===== src/rtl/cond_flag_unit.sv =====
// cond_flag_unit: holds the committed NZCV flag register and evaluates each
// instruction's condition field against it. Failed conditions gate off the
// side-effect controls. The result sits in a one-entry valid/ready stage
// toward writeback, and saturating executed/skipped counters support debug.
module cond_flag_unit #(
   parameter int CNT_W = 16
) (
   input  logic             clk,
   input  logic             rst_n,
   input  logic             in_valid,
   output logic             in_ready,
   input  logic [3:0]       cond,
   input  logic [1:0]       flag_w,
   input  logic [3:0]       alu_flags,
   input  logic             reg_write,
   input  logic             mem_write,
   input  logic             pc_src,
   output logic             out_valid,
   input  logic             out_ready,
   output logic             reg_write_q,
   output logic             mem_write_q,
   output logic             pc_src_q,
   output logic             cond_ex_q,
   output logic             undef_q,
   output logic [3:0]       nzcv,
   output logic [CNT_W-1:0] exec_cnt,
   output logic [CNT_W-1:0] skip_cnt
);

   localparam logic [CNT_W-1:0] CNT_MAX = {CNT_W{1'b1}};

   logic accept;
   logic cond_ex;
   logic n_f, z_f, c_f, v_f;

   assign {n_f, z_f, c_f, v_f} = nzcv;

   // The stage frees up when empty or when its word is draining this cycle.
   assign in_ready = ~out_valid | out_ready;
   assign accept   = in_valid & in_ready;

   // Condition evaluation uses the committed flags only; this instruction's own
   // alu_flags never bypass into its own condition.
   always_comb begin
      cond_ex = 1'b0;
      case (cond)
         4'h0: cond_ex = z_f;
         4'h1: cond_ex = ~z_f;
         4'h2: cond_ex = c_f;
         4'h3: cond_ex = ~c_f;
         4'h4: cond_ex = n_f;
         4'h5: cond_ex = ~n_f;
         4'h6: cond_ex = v_f;
         4'h7: cond_ex = ~v_f;
         4'h8: cond_ex = c_f & ~z_f;
         4'h9: cond_ex = ~c_f | z_f;
         4'hA: cond_ex = (n_f == v_f);
         4'hB: cond_ex = (n_f != v_f);
         4'hC: cond_ex = ~z_f & (n_f == v_f);
         4'hD: cond_ex = z_f | (n_f != v_f);
         4'hE: cond_ex = 1'b1;
         4'hF: cond_ex = 1'b0;
         default: cond_ex = 1'b0;
      endcase
   end

   // Output stage: load on accept, empty on drain, hold everything on stall.
   always_ff @(posedge clk or negedge rst_n) begin
      if (!rst_n) begin
         out_valid   <= 1'b0;
         reg_write_q <= 1'b0;
         mem_write_q <= 1'b0;
         pc_src_q    <= 1'b0;
         cond_ex_q   <= 1'b0;
         undef_q     <= 1'b0;
      end else if (accept) begin
         out_valid   <= 1'b1;
         reg_write_q <= reg_write & cond_ex;
         mem_write_q <= mem_write & cond_ex;
         pc_src_q    <= pc_src & cond_ex;
         cond_ex_q   <= cond_ex;
         undef_q     <= (cond == 4'hF);
      end else if (out_ready) begin
         out_valid   <= 1'b0;
      end
   end

   // Flag register: only instructions that pass their condition may write it,
   // with N/Z and C/V enabled independently.
   always_ff @(posedge clk or negedge rst_n) begin
      if (!rst_n) begin
         nzcv <= 4'h0;
      end else if (accept && cond_ex) begin
         if (flag_w[1]) nzcv[3:2] <= alu_flags[3:2];
         if (flag_w[0]) nzcv[1:0] <= alu_flags[1:0];
      end
   end

   // Debug counters stick at all-ones instead of wrapping.
   always_ff @(posedge clk or negedge rst_n) begin
      if (!rst_n) begin
         exec_cnt <= '0;
         skip_cnt <= '0;
      end else if (accept) begin
         if (cond_ex) begin
            if (exec_cnt != CNT_MAX) exec_cnt <= exec_cnt + CNT_W'(1);
         end else begin
            if (skip_cnt != CNT_MAX) skip_cnt <= skip_cnt + CNT_W'(1);
         end
      end
   end

endmodule


===== config.mk =====
export PLATFORM = sky130hd
export DESIGN_NAME = cond_flag_unit
export DESIGN_NICKNAME = d
export VERILOG_FILES = /design/src/rtl/cond_flag_unit.sv
export SDC_FILE = /design/constraint.sdc
export NUM_CORES = 1
export LEC_CHECK = 0
export CAP_MARGIN = 20
export CORE_UTILIZATION = 45
export DETAILED_ROUTE_END_ITERATION = 16
export GPL_TIMING_DRIVEN = 0
export PLACE_DENSITY_LB_ADDON = 0.25
export REMOVE_ABC_BUFFERS = 1
export SLEW_MARGIN = 25
export SYNTH_ARGS = -nofsm -noshare
export SYNTH_HDL_FRONTEND = slang
export SYNTH_SLANG_ARGS = --single-unit

===== constraint.sdc =====
create_clock -name clk -period 2.4 [get_ports clk]
set_input_delay 0.48 -clock clk [delete_from_list [all_inputs] [get_ports clk]]
set_output_delay 0.48 -clock clk [all_outputs]
set_load 0.005 [all_outputs]

Word level (Yosys, flattened, before mapping):

Cells that the tools add are included.

* $add $sub $neg: 2
* equal/unequal tests: 19
* multiplexer cells: 3
* bitwise logic cells: 15
* reduce and logical (&&, ||, !) cells: 7

Operators by type and width (count)
* adder 16 x 1 -> 16 bit, second input constant: 2
* equality test 4 bit, second input constant: 8
* != test 16 bit, second input constant: 2
* equality test 4 x 3 -> 1 bit, second input constant: 4
* one-hot mux 1 bit (16 select lines): 1
* equality test 4 x 2 -> 1 bit, second input constant: 2
* bitwise AND 1 bit: 6
* NOT 1 bit: 6
* AND reduction 3 bit: 2
* equality test 4 x 1 -> 1 bit, second input constant: 1
* logical NOT 4 bit: 1
* AND reduction 2 bit: 2
* OR 1 bit: 3
* 2-to-1 mux 1 bit: 2
* nonzero test 2 bit: 1
* equality test 1 bit: 1
* logical AND 1 bit: 1
* != test 1 bit: 1

* register bits after elaboration: 42
* input port bits: 17
* output and inout port bits: 43
* word-level logic and storage cells: 56

Depth between registers and ports, before layout:

* depth after elaboration: 5
* mapped depth: 9
* mapped depth without buffers: 8

Worst setup path after synthesis:

OpenSTA, ideal clock, no wires.

* kind: register -> register
* start: register nzcv[3]
* end: register nzcv[0]
* library setup time: 0.125 ns
* data arrival time: 2.086 ns
* required time: 2.275 ns
* setup slack: 0.189 ns
* cell stages (with the launch flop): 8
* buffers on the path: 0
* clock period less this slack: 2.211 ns
* cells stage by stage: dfrtp_1 xor2_1 or4_4 a311oi_4 nor4_4 nor2_4 and2_1 mux2_2

* cells in the longest elaborated chain, start to end: 5
* elaborated cells between the ends (all ways): 8
* those cells by class: 2 x eq/ne; 1 x mux; 3 x bitwise; 2 x reduce/logical

Ends and longest elaborated chain
* start: declaration: RTL line 25 `output logic [3:0] nzcv,`
* start signal: assignment: RTL line 94 `if (flag_w[1]) nzcv[3:2] <= alu_flags[3:2];`
* != test 1 bit or equality test 1 bit (tied branches)
* OR 1 bit or bitwise AND 1 bit (tied branches): RTL line 60, 59
* one-hot mux 1 bit (16 select lines) (*): RTL line 46 `case (cond)`
* logical AND 1 bit (*): RTL line 93 `end else if (accept && cond_ex) begin`
* AND reduction 2 bit (no source line) (*)

Mark *: on every way between the ends. The rest lies on a longest branch, timed or not.
A chain may end at the register's enable or synchronous reset.

Worst setup path in the final report:

* start: register nzcv[3]
* end: register exec_cnt[1]

* cells in the longest elaborated chain, start to end: 4
* elaborated cells between the ends (all ways): 7
* those cells by class: 2 x eq/ne; 1 x mux; 3 x bitwise; 1 x reduce/logical

Ends and longest elaborated chain
* != test 1 bit or equality test 1 bit (tied branches)
* OR 1 bit or bitwise AND 1 bit (tied branches): RTL line 60, 59
* one-hot mux 1 bit (16 select lines) (*): RTL line 46
* AND reduction 3 bit (no source line) (*)
* end signal: assignment: RTL line 106 `if (exec_cnt != CNT_MAX) exec_cnt <= exec_cnt + CNT_W'(1);`
* end: declaration: RTL line 26 `output logic [CNT_W-1:0] exec_cnt,`

Marked as above.

==> impl_metrics.ini <==
[synth]
synth-edff-count = 0
synth.area.mux_share = 0.05210
synth.distinct_cells = 38
syn_inst = 191
synth_top_family_by_area = simple AND/OR/NAND/NOR gates
synth_compound_area_frac = 0.07460
yosys.area_share.xor_xnor = 0.1160
syn_area_um2 = 2113
ys_ff_latch = 42
synth-main-ff-cell = dfrtp_1
async_flop_share = 1.000
synth-simple-area-share = 0.2214
seq_area_frac_synth = 0.4973
syn_area_per_cell_um2 = 11.06
ys_warn_count = 0
synth_adder_area_share = 0.01184

[cells_and_area]
instances_no_fill = 318
drive_gt1_frac = 0.1692
regArea_um2 = 1051
final_area_um2 = 2945
multiInputGateArea_um2 = 1023
final_net_count = 286
antenna_cells = 0
fillers = 369
area_delta_synth_final_pct = 39.37
fin_util = 0.6627

[sta]
slew_viol_final = 0
final_hold_viol_count = 0
fin_ws_ns = -0.01546
worst_pin_slew_ns = 0.5326
rsz0062_at_grt = yes
slew_headroom = 0.6422
fin_crit_sh = 1.006
clock_skew_ns = 0.003266
fin_crit_ns = 2.415
setup-violations-final = 1
max_freq_mhz = 414.0

[floorplanning]
core.rowCount = 24
dieArea_um2 = 4974
initial_core_util = 0.4755
core-area_um2 = 4444
die_y_um = 70.53
ios = 60
die_x_um = 70.53

[global_route]
antenna_found_initial = 0
grt_max_degree = 23
overflow = 0
gr-usage-all-layers = 0.1927
grt_pass1_vias = 1705
grt_pass1_wl_um = 7541

[clock_tree]
clock_sinks = 42
cts_tree = yes
clkLatencyLatePin_ns = 0.29
root_buffer = clkbuf_8
cts_hold_buf = 0
clk_path_buf_depth = 2
htree_levels = 2
cts_buffers = 5
clk_pin_slew_worst_paths_ns = 0.07

[hold_path]
hp-class = in2async

[route]
vias_per_cell = 5.403
drc = 12
ant_nets = 0
firstDrtPassIters = 10
wl_um = 4400
drt_iter0_markers = 100
wl_per_cell_um = 13.84
vias = 1718

[power_and_ir_drop]
p_seq_frac = 0.444
clkPwrFrac = 0.187
power.static_leakage_nw = 1.230
ir_drop_mv = 0.5038
power_per_cell_area_nw_per_um2 = 798.8
intPower_mw = 1.625
pwr-share-comb = 0.369
swShare = 0.3091
switchingPower_mw = 0.7272

[placement]
dp.cells = 299
dp_hpwl_um = 3042
portBuffers = 59
gp_congestion = 0.7757
dpl_cell_area_um2 = 2754
dpl_worst_slack_ns = -0.7677

[flow_run]
max-cap-violations = 0

[setup_path]
crit_required_ns = 2.58
worstSetupEndpointType = flop
critPathMaxFanout = 14
arrival_ns = 2.59
startpoint_type = flop
timing_worst_setup_path_type = reg2reg

[status]
violations = DRC, setup timing
outcome = complete, but fails checks
-- repair_timing --
item / 4_1_cts / 5_1_grt
pin swaps: 3 / 2
endpoints found under the setup margin: 36 / 20
resized for setup: 5 / 9
buffers inserted: 8 / 5
hold endpoints to repair: 0 / 0
-- path summary, 6_finish.rpt --
kind                                         start                      end  slack, ns  cells past startpoint
setup / recovery               nzcv[3]$_DFFE_PN0P_  exec_cnt[1]$_DFFE_PN0P_      -0.02                      8
max in group asynchronous                    rst_n  skip_cnt[2]$_DFFE_PN0P_       1.76                      2
hold reg to reg            exec_cnt[9]$_DFFE_PN0P_  exec_cnt[9]$_DFFE_PN0P_       0.48                      1
setup reg to reg               nzcv[3]$_DFFE_PN0P_  exec_cnt[1]$_DFFE_PN0P_      -0.02                      8
min in group clk           exec_cnt[9]$_DFFE_PN0P_  exec_cnt[9]$_DFFE_PN0P_       0.48                      1
hold / removal                               rst_n     pc_src_q$_DFFE_PN0P_       0.16                      1
-- sequential cells by signal, summed over array words and instances (netlist names) --
signal / cells
out_valid: 1
mem_write_q: 1
pc_src_q: 1
cond_ex_q: 1
nzcv: 4
skip_cnt: 16
exec_cnt: 16
undef_q: 1
reg_write_q: 1
-- cells in the mapped netlist, drive strengths merged (2+ instances only) --
cell,n,area share
a21oi,8,0.019
a22o,3,0.012
a311oi,2,0.017
and2,4,0.012
and3,9,0.027
buf,4,0.018
dfrtp,42,0.50
ha,2,0.012
inv,5,0.0089
mux2,8,0.043
mux2i,2,0.0095
nand2,14,0.026
nand2b,5,0.015
nand3,15,0.036
nand4,13,0.038
nor2,8,0.018
nor3,4,0.015
nor4,2,0.013
o2bb2ai,2,0.0083
or2,2,0.0059
xnor2,26,0.11
xor2,2,0.0083
-- worst max-delay path, cell delays in order, from the launching register on --
cell	delay, ns
dfrtp_1	0.41
xor2_1	0.21
or4_4	0.44
a311oi_4	0.31
nor4_4	0.10
buf_4	0.15
nor3_4	0.19
buf_12	0.16
mux2_2	0.32
-- placed cells by master (no fill, tap or decap), drive strengths merged, types with 2 or more instances in the layout --
master,count
a21oi,8
a22o,3
a311oi,2
and2,4
and3,9
buf,15
clkbuf,9
clkdlybuf4s50,54
dfrtp,42
ha,2
inv,5
mux2,8
mux2i,2
nand2,14
nand2b,5
nand3,15
nand4,13
nor2,8
nor3,4
nor4,2
o2bb2ai,2
or2,2
xnor2,26
xor2,2
-- cells by family after synthesis --
logic type	Yosys count
xor+xnor	28
compound gates	20
fa+ha+maj	2
mux	10
simple gates	80
buf+inv	9
flops	42
-- cell type report --
class,instances,share of cell area
Inverter,5,0.006372
Clock buffer,6,0.02804
Timing Repair Buffer,73,0.2392
Sequential cell,42,0.3568
Multi-Input combinational cell,140,0.3475
Tap cell,52,0.02209
-- through the flow --
stage / TNS [ns] / power [mW] / hold slack, ns
floorplan: 0 / 1.408 / 0.1844
global placement: -33.12 / 1.822 / 0.4587
detailed placement: -23.10 / 1.843 / 0.4649
CTS: 0 / 2.348 / 0.1684
global route: -0.6823 / 2.527 / 0.1748
finish: -0.01546 / 2.353 / 0.1632
-- power by group through the flow --
stage / clock network [mW] / logic, mW / registers (mW)
CTS: 0.467 / 0.837 / 1.04
detailed placement: 0 / 0.790 / 1.05
global placement: 0 / 0.771 / 1.05
global route: 0.496 / 0.955 / 1.08
finish: 0.440 / 0.868 / 1.04
floorplan: 0 / 0.371 / 1.04
-- metal layers --
layer / GRT usage / vias up / wire length (um)
met5: 0 / - / 0
met4: 0.08000 / 0 / 34
met3: 0.04986 / 4 / 244
met2: 0.3074 / 52 / 2067
met1: 0.2523 / 832 / 2054
li1: - / 830 / -
(Power assumes the default switching activity.)
